`config.mk`:
```
export PLATFORM = sky130hd
export DESIGN_NAME = link_frame_sync
export DESIGN_NICKNAME = d
export VERILOG_FILES = /design/src/rtl/link_frame_sync_pkg.sv /design/src/rtl/link_frame_sync_lane.sv /design/src/rtl/link_frame_sync.sv
export SDC_FILE = /design/constraint.sdc
export NUM_CORES = 1
export LEC_CHECK = 0
export CAP_MARGIN = 20
export CORE_ASPECT_RATIO = 1.1
export CORE_MARGIN = 1.5
export CORE_UTILIZATION = 24
export DETAILED_ROUTE_END_ITERATION = 8
export SLEW_MARGIN = 20
export SYNTH_ARGS = -nofsm -noshare
export SYNTH_HDL_FRONTEND = slang
export SYNTH_HIERARCHICAL = 1
export SYNTH_SLANG_ARGS = --single-unit
```
`constraint.sdc`:
```
create_clock -name iSclk -period 3.4 [get_ports iSclk]
set_clock_uncertainty 0.15 [all_clocks]
set_input_delay 0.85 -clock iSclk [delete_from_list [all_inputs] [get_ports iSclk]]
set_output_delay 0.85 -clock iSclk [all_outputs]
set_load 0.05 [all_outputs]
```
`src/rtl/link_frame_sync_pkg.sv`:
```
// Shared definitions for the four-lane frame synchroniser: lane state encoding,
// default framing word and counter sizing helper.
package link_frame_sync_pkg;

  localparam int WORD_W = 20;
  localparam logic [WORD_W-1:0] SYNC_WORD_DEF = 20'h3E0F8;

  typedef enum logic [1:0] {
    BLANK  = 2'd0,
    HUNT   = 2'd1,
    VERIFY = 2'd2,
    LOCKED = 2'd3
  } lane_state_t;

  // Bits needed to hold 0..max_val, never less than one.
  function automatic int cnt_w(input int max_val);
    return (max_val < 1) ? 1 : $clog2(max_val + 1);
  endfunction

endpackage

```
`src/rtl/link_frame_sync_lane.sv`:
```
// One lane of frame synchronisation: sync-word compare, frame counter,
// qualification and hysteresis counters.
//
//   state  | meaning
//   BLANK  | settling after reset or aligner slip, hits ignored
//   HUNT   | waiting for any sync word
//   VERIFY | counting consecutive on-time sync words
//   LOCKED | frame tracked, counting consecutive misses
module link_lane_lock
  import link_frame_sync_pkg::*;
#(
  parameter logic [WORD_W-1:0] SYNC_WORD = SYNC_WORD_DEF,
  parameter int FRAME_LEN = 16,
  parameter int LOCK_CNT  = 4,
  parameter int LOSS_CNT  = 8,
  parameter int SETTLE    = 3
) (
  input  logic              clk,
  input  logic              rst_n,
  input  logic              align_rst,
  input  logic [WORD_W-1:0] data,
  output logic              lock,
  output logic              frame_start
);

  localparam int FW = $clog2(FRAME_LEN);
  localparam int GW = cnt_w(LOCK_CNT);
  localparam int BW = cnt_w(LOSS_CNT);
  localparam int SW = cnt_w(SETTLE);

  localparam logic [FW-1:0] F_LAST = FW'(FRAME_LEN - 1);
  localparam logic [FW-1:0] F_ONE  = FW'(1);
  localparam logic [GW-1:0] G_ONE  = GW'(1);
  localparam logic [GW-1:0] G_DONE = GW'(LOCK_CNT);
  localparam logic [BW-1:0] B_DONE = BW'(LOSS_CNT);
  localparam logic [SW-1:0] S_LAST = SW'(SETTLE - 1);

  lane_state_t   state, state_nxt;
  logic [FW-1:0] fcnt, fcnt_nxt, fcnt_inc;
  logic [GW-1:0] good, good_nxt, good_inc;
  logic [BW-1:0] bad, bad_nxt, bad_inc;
  logic [SW-1:0] scnt, scnt_nxt;
  logic          fs_nxt;
  logic          hit;
  logic          at_zero;

  assign hit      = (data == SYNC_WORD);
  assign at_zero  = (fcnt == '0);
  assign fcnt_inc = (fcnt == F_LAST) ? '0 : fcnt + 1'b1;
  assign good_inc = good + 1'b1;
  assign bad_inc  = bad + 1'b1;
  assign lock     = (state == LOCKED);

  always_ff @(posedge clk) begin
    if (!rst_n) begin
      state       <= BLANK;
      fcnt        <= '0;
      good        <= '0;
      bad         <= '0;
      scnt        <= '0;
      frame_start <= 1'b0;
    end else begin
      state       <= state_nxt;
      fcnt        <= fcnt_nxt;
      good        <= good_nxt;
      bad         <= bad_nxt;
      scnt        <= scnt_nxt;
      frame_start <= fs_nxt;
    end
  end

  always_comb begin
    state_nxt = state;
    fcnt_nxt  = fcnt;
    good_nxt  = good;
    bad_nxt   = bad;
    scnt_nxt  = scnt;
    fs_nxt    = 1'b0;
    // A slip invalidates everything this lane has learned, including a hit
    // arriving in the same cycle.
    if (align_rst) begin
      state_nxt = BLANK;
      fcnt_nxt  = '0;
      good_nxt  = '0;
      bad_nxt   = '0;
      scnt_nxt  = '0;
    end else begin
      unique case (state)
        BLANK: begin
          if (scnt == S_LAST) begin
            state_nxt = HUNT;
            scnt_nxt  = '0;
          end else begin
            scnt_nxt = scnt + 1'b1;
          end
        end
        HUNT: begin
          if (hit) begin
            state_nxt = VERIFY;
            fcnt_nxt  = F_ONE;
            good_nxt  = G_ONE;
            bad_nxt   = '0;
          end
        end
        VERIFY: begin
          fcnt_nxt = fcnt_inc;
          if (hit && at_zero) begin
            fs_nxt   = 1'b1;
            good_nxt = good_inc;
            if (good_inc == G_DONE) begin
              state_nxt = LOCKED;
              bad_nxt   = '0;
            end
          end else if (hit) begin
            // An early sync word is taken as a new frame phase, not a failure.
            fcnt_nxt = F_ONE;
            good_nxt = G_ONE;
          end else if (at_zero) begin
            state_nxt = HUNT;
          end
        end
        LOCKED: begin
          fcnt_nxt = fcnt_inc;
          if (at_zero) begin
            if (hit) begin
              fs_nxt  = 1'b1;
              bad_nxt = '0;
            end else begin
              bad_nxt = bad_inc;
              if (bad_inc == B_DONE) begin
                state_nxt = HUNT;
              end
            end
          end
        end
      endcase
    end
  end

endmodule

```
`src/rtl/link_frame_sync.sv`:
```
// Frame synchroniser behind the four-link word aligner: four lane trackers,
// a one-register data path and the all-locked sync back to the aligner.
module link_frame_sync
  import link_frame_sync_pkg::*;
#(
  parameter logic [WORD_W-1:0] SYNC_WORD = SYNC_WORD_DEF,
  parameter int FRAME_LEN = 16,
  parameter int LOCK_CNT  = 4,
  parameter int LOSS_CNT  = 8,
  parameter int SETTLE    = 3
) (
  input  logic              iSclk,
  input  logic              iRstN,
  input  logic [WORD_W-1:0] iD_Link1,
  input  logic [WORD_W-1:0] iD_Link2,
  input  logic [WORD_W-1:0] iD_Link3,
  input  logic [WORD_W-1:0] iD_Link4,
  input  logic              iAlignRst,
  output logic              oSync,
  output logic [3:0]        oLock,
  output logic [3:0]        oFrameStart,
  output logic [WORD_W-1:0] oD_Link1,
  output logic [WORD_W-1:0] oD_Link2,
  output logic [WORD_W-1:0] oD_Link3,
  output logic [WORD_W-1:0] oD_Link4
);

  logic [WORD_W-1:0] lane_data [4];

  assign lane_data[0] = iD_Link1;
  assign lane_data[1] = iD_Link2;
  assign lane_data[2] = iD_Link3;
  assign lane_data[3] = iD_Link4;

  for (genvar i = 0; i < 4; i++) begin : g_lane
    link_lane_lock #(
      .SYNC_WORD (SYNC_WORD),
      .FRAME_LEN (FRAME_LEN),
      .LOCK_CNT  (LOCK_CNT),
      .LOSS_CNT  (LOSS_CNT),
      .SETTLE    (SETTLE)
    ) u_lane (
      .clk         (iSclk),
      .rst_n       (iRstN),
      .align_rst   (iAlignRst),
      .data        (lane_data[i]),
      .lock        (oLock[i]),
      .frame_start (oFrameStart[i])
    );
  end

  // Data is delayed one register so it lines up with oFrameStart.
  always_ff @(posedge iSclk) begin
    if (!iRstN) begin
      oSync    <= 1'b0;
      oD_Link1 <= '0;
      oD_Link2 <= '0;
      oD_Link3 <= '0;
      oD_Link4 <= '0;
    end else begin
      oSync    <= &oLock;
      oD_Link1 <= iD_Link1;
      oD_Link2 <= iD_Link2;
      oD_Link3 <= iD_Link3;
      oD_Link4 <= iD_Link4;
    end
  end

endmodule

```
Word-level counts from Yosys, hierarchy flattened

Cells that the tools add are included.

Mux-type cells: 116
Bitwise gates (word level): 1
Reduce and logical (&&, ||, !) cells: 34
Add/subtract/negate cells: 16
Equality and inequality tests: 72

Operators with widths:

| kind                   | count |
|---|---|
| $mux W4                | 36 |
| $pmux W4 S3            | 8 |
| $eq A20 B18 Y1 const B | 4 |
| $mux W2                | 40 |
| $add A4 B1 Y4 const B  | 8 |
| $eq A4 B4 Y1 const B   | 8 |
| $ne A2 B1 Y1 const B   | 16 |
| $pmux W2 S4            | 4 |
| $reduce_and A8 Y1      | 4 |
| $eq A2 B2 Y1 const B   | 12 |
| $mux W3                | 8 |
| $ne A2 B2 Y1 const B   | 12 |
| $ne A3 B3 Y1 const B   | 8 |
| $pmux W3 S2            | 4 |
| $reduce_and A5 Y1      | 4 |
| $logic_not A4 Y1       | 4 |
| $add A3 B1 Y3 const B  | 4 |
| $eq A3 B3 Y1 const B   | 4 |
| $mux W1                | 12 |
| $ne A3 B1 Y1 const B   | 4 |
| $reduce_bool A3 Y1     | 4 |
| $add A2 B1 Y2 const B  | 4 |
| $eq A2 B1 Y1 const B   | 4 |
| $logic_not A2 Y1       | 4 |
| other kinds (7)        | 19 |

Word-level logic and storage cells: 268
Flip-flop bits (word level): 145
Output and inout bits: 89

Longest topological paths before layout

Word-level depth: 6
Mapped depth: 8

By module

The synthesis kept the hierarchy.

Modules (own cells, without submodules):

| module          | times used | cells an instance | area each (µm²) |
|---|---|---|---|
| link_lane_lock  | 4          | 139               | 1182.4 |
| link_frame_sync | 1          | 172               | 2177.1 |

Least setup slack after synthesis

No wires, ideal clock.

Kind: input to register
From: input iD_Link1[1]
To: register g_lane[0].u_lane.state[1]
Buffers on the path: 0
Data required time: 3178 ps
Setup slack: 957 ps
Stages on the path: 5
Data arrival time: 2222 ps
Cell sequence: or4_4 -> or2_4 -> o21ai_4 -> and4_4 -> mux2i_1

Longest elaborated chain between the ends: 4
Elaborated cells between the ends (all ways): 10
Those cells by class: eq/ne: 6; mux: 2; reduce/logical: 2

RTL lines:

| what                                                                     | line                        | RTL |
|---|---|---|
| start: declaration                                                       | link_frame_sync.sv:14       | `input logic [WORD_W-1:0] iD_Link1,` |
| $eq A20 B18 Y1 (*)                                                       | link_frame_sync_lane.sv:47  | `assign hit = (data == SYNC_WORD);` |
| $logic_and A1 B1 Y1                                                      | link_frame_sync_lane.sv:107 | `if (hit && at_zero) begin` |
| $ne A3 B3 Y1 (no source line), or another cell as far along              | --                          |  |
| $reduce_and A8 Y1 (no source line) / $pmux W2 S4 (equally long branches) | --                          |  |
| end signal: assignment                                                   | link_frame_sync_lane.sv:63  | `state <= state_nxt;` |
| end: declaration                                                         | link_frame_sync_lane.sv:38  | `lane_state_t state, state_nxt;` |

Every way passes the cells marked *; elsewhere a longest branch is shown, timed or not.
A chain may end at the register's enable or synchronous reset.

Worst setup path in the final report

From: register g_lane[1].u_lane.state[0]
To: output oLock[1]

Longest elaborated chain between the ends: 1

RTL lines:

| what                     | line                       | RTL |
|---|---|---|
| start: declaration       | link_frame_sync_lane.sv:38 |  |
| start signal: assignment | link_frame_sync_lane.sv:63 |  |
| $eq A2 B2 Y1             | link_frame_sync_lane.sv:52 | `assign lock = (state == LOCKED);` |
| end: declaration         | link_frame_sync.sv:20      | `output logic [3:0] oLock,` |

No other way between the ends.

==> flow_summary.json <==
{
  "status": "completed",
  "start_util_pct": 24.64,
  "dp_hpwl_um": 13420,
  "timing.fmax_mhz": 327.2,
  "die_w_um": 164.7,
  "grt_pass1_vias": 5693,
  "slew_viol_final": 0,
  "fin_setup_tns_ns": 0,
  "holdWs_ns": 0.3011,
  "crit_arrival_ns": 2.06,
  "hold_buffers": 0,
  "top_level_ports": 172,
  "wl_um": 17900,
  "maxCapViolations": 0,
  "synth_edf_count": 0,
  "gp_congestion": 0.8361,
  "grt_pass1_wl_um": 28880,
  "post_cts_buffers": 0,
  "drt_pre_antenna_iters": 4,
  "synth_warnings": 6,
  "cp_cell_sequence": "ha_1 -> buf_4 -> clkdlybuf4s50_1",
  "seq_power_share_pct": 42.8,
  "r2r_end": "g_lane[1].u_lane/state[1]$_SDFFE_PP0P_",
  "synthDominantCellAreaShare_pct": 42.03,
  "combPwrFrac_pct": 12.5,
  "syn_nets": 851,
  "cp_top_family": "buffers and inverters",
  "cp-start-kind": "flip-flop",
  "ff2ff_setup_slack_ns": 1.16,
  "synth_ff_type": "dfxtp_1",
  "clk_latency_ns": 0.42,
  "crit_type": "flip-flop to output port",
  "dr_total_vias": 5748,
  "synthArstFlopShare_pct": 0,
  "path_clk_slew_ns": 0.07,
  "min_period_ns": 3.056,
  "area_delta_synth_final_pct": 37.68,
  "r2r_start": "g_lane[1].u_lane/state[0]$_SDFFE_PP0P_",
  "cts.sink_count": 145,
  "critPathSlowestCell": "clkdlybuf4s50_1",
  "clkPwrFrac_pct": 44.7,
  "rsz0062_at_grt": "no",
  "drtAntennaViolNets": 0,
  "ys_seq_elements": 145,
  "synth_cells": 728,
  "synthTopCellsByArea": "dfxtp_1 (42%), and2_1 (7.2%), ha_1 (7.2%), nand2_1 (4.2%), a21oi_1 (2.9%)",
  "post_synth_instance_area_um2": 6907,
  "final-hold-violation-count": 0,
  "cts_tree": "yes",
  "setup_viol": 0,
  "holdPathStages": 2,
  "grt_usage_pct": 12.24,
  "drt_iter0_markers": 334,
  "cts-buffers-inserted": 17,
  "vias_per_cell": 4.501,
  "drc": 0,
  "clockBufferDepth": 2,
  "slew_headroom_pct": 55.91,
  "syn_avg_cell_area_um2": 9.487,
  "dp.cells": 1244,
  "core.rowCount": 64,
  "powerDensity_nw_per_um2": 435.5,
  "grt_max_degree": 45,
  "timing.final.crit_share_pct": 89.88,
  "wl_per_cell_um": 14.01,
  "yosys-top-cells-count": "dfxtp_1 (145), and2_1 (80), nand2_1 (77)",
  "endpoint_kind": "output port",
  "synth_cell_types": 48,
  "htreeDepth": 4,
  "min_to": "g_lane[0].u_lane/good[2]$_SDFFE_PP0P_",
  "grt_remaining_overflow": 0,
  "max_stage_delay_ns": 0.85,
  "power_leakage_uw": 0.003514,
  "layout.cells.non_filler": 1277,
  "crit_fanout": 14,
  "final_nets": 1023,
  "port-buffer-count": 171,
  "path_buf_inv": 2,
  "core_um2": 28030,
  "ys_seq_area_share_pct": 42.03,
  "ir_drop_mv": 0.2884,
  "swShare_pct": 27.42,
  "antenna_found_initial": 0,
  "worst_pin_slew_ns": 0.6599,
  "p_int_uw": 3005,
  "final_layout_size_suffix_gt1_share_pct": 10.30,
  "r2r_cells": 7,
  "fin_util_pct": 33.93,
  "power_uw": 4141,
  "die_y_um": 180.9,
  "min_from": "g_lane[0].u_lane/good[2]$_SDFFE_PP0P_",
  "synth_most_common_cell": "dfxtp_1",
  "cts_repair_resize_count": 0,
  "dieArea_um2": 29810,
  "hold_class": "flip-flop to flip-flop",
  "power.switching_uw": 1135,
  "yosys.area.top_type": "dfxtp_1",
  "required_ns": 2.40,
  "cts_root_buf": "clkbuf_16"
}
## layout make-up
| type | count | area [µm²] |
|---|---|---|
| inverters | 36 | 135.1 |
| multi-input cells | 519 | 3661 |
| repair buffers | 181 | 1782 |
| fillers | 2869 | 18520 |
| well taps | 363 | 454.2 |
| clock inverters | 14 | 142.6 |
| clock buffers | 18 | 429.2 |
| diodes | 1 | 2.502 |
| flip-flops and latches | 145 | 2903 |
## power groups by stage
stage / Clock [µW] / Sequential [µW] / Combinational, µW
3_3_place_gp: 0 / 1810 / 523
4_1_cts: 1920 / 1770 / 526
6_report: 1850 / 1770 / 519
2_1_floorplan: 0 / 1990 / 109
3_5_place_dp: 0 / 1810 / 524
5_1_grt: 1990 / 1780 / 550
## placed cells by master, fill, tap and decap left out, types with 7 or more instances in the layout
| cell | count |
|---|---|
| a211oi_1 | 8 |
| and3_1 | 8 |
| nand2_1 | 77 |
| ha_1 | 40 |
| o21ai_0 | 20 |
| mux2i_1 | 16 |
| o211ai_1 | 8 |
| clkbuf_16 | 17 |
| o22ai_1 | 8 |
| dfxtp_1 | 145 |
| buf_4 | 10 |
| a21oi_1 | 40 |
| nor3_1 | 20 |
| or3_1 | 12 |
| nand4_1 | 16 |
| nor2_1 | 37 |
| clkdlybuf4s50_1 | 170 |
| inv_6 | 7 |
| inv_1 | 36 |
| nand3_1 | 33 |
| and2_1 | 80 |
## sequential cells by signal, summed over array words and instances, names as in the netlist, 4 cells and up
signal                     flops
g_lane.u_lane/scnt             8
oD_Link4                      20
g_lane.u_lane/frame_start      4
oD_Link2                      20
g_lane.u_lane/fcnt            16
g_lane.u_lane/good            12
oD_Link1                      20
g_lane.u_lane/state            8
g_lane.u_lane/bad             16
oD_Link3                      20
## layer usage
metal | vias to the layer above | global-route usage (%) | wire (µm)
li1 | 2899 | - | -
met1 | 2698 | 14.50 | 7651
met2 | 131 | 21.13 | 9010
met3 | 20 | 3.099 | 978
met4 | 0 | 4.396 | 255
met5 | - | 0 | 0
## stage by stage
step | setup slack, ns | cell area, µm²
after floorplan | 0.9567 | 6907
after global placement | 0.2697 | 8935
after detailed placement | 0.2332 | 8935
after CTS | 0.3096 | 9507
after global routing | 0.2526 | 9507
final | 0.3440 | 9509
## cells by family after synthesis
kind of cell	count (synthesis)	synth area share (%)
AOI/OAI and AO/OA	116	13.12
xor gates and xnor gates	4	0.5072
adders and majority gates	40	7.246
buffers and inverters	64	4.964
DFF	145	42.03
muxes	16	2.319
and+or+nand+nor	343	29.82
## worst max-delay path by stage
stage | startpoint | endpoint | slack [ns] | cells after the start
2_1_floorplan | iD_Link1[1] | g_lane[0].u_lane/state[1]$_SDFFE_PP0P_ | 0.96 | 5
3_3_place_gp | iD_Link4[13] | g_lane[3].u_lane/bad[2]$_SDFFE_PP0P_ | 0.27 | 6
3_5_place_dp | iD_Link4[13] | g_lane[3].u_lane/bad[2]$_SDFFE_PP0P_ | 0.23 | 6
4_1_cts | g_lane[1].u_lane/state[0]$_SDFFE_PP0P_ | oLock[1] | 0.31 | 3
5_1_grt | g_lane[1].u_lane/state[0]$_SDFFE_PP0P_ | oLock[1] | 0.25 | 3
6_report | g_lane[1].u_lane/state[0]$_SDFFE_PP0P_ | oLock[1] | 0.34 | 3
## worst min-delay path, cell delays in order (launching register included)
cell	delay [ns]
dfxtp_1	0.31
nand2_1	0.05
a21oi_1	0.05
(Power assumes the default switching activity.)
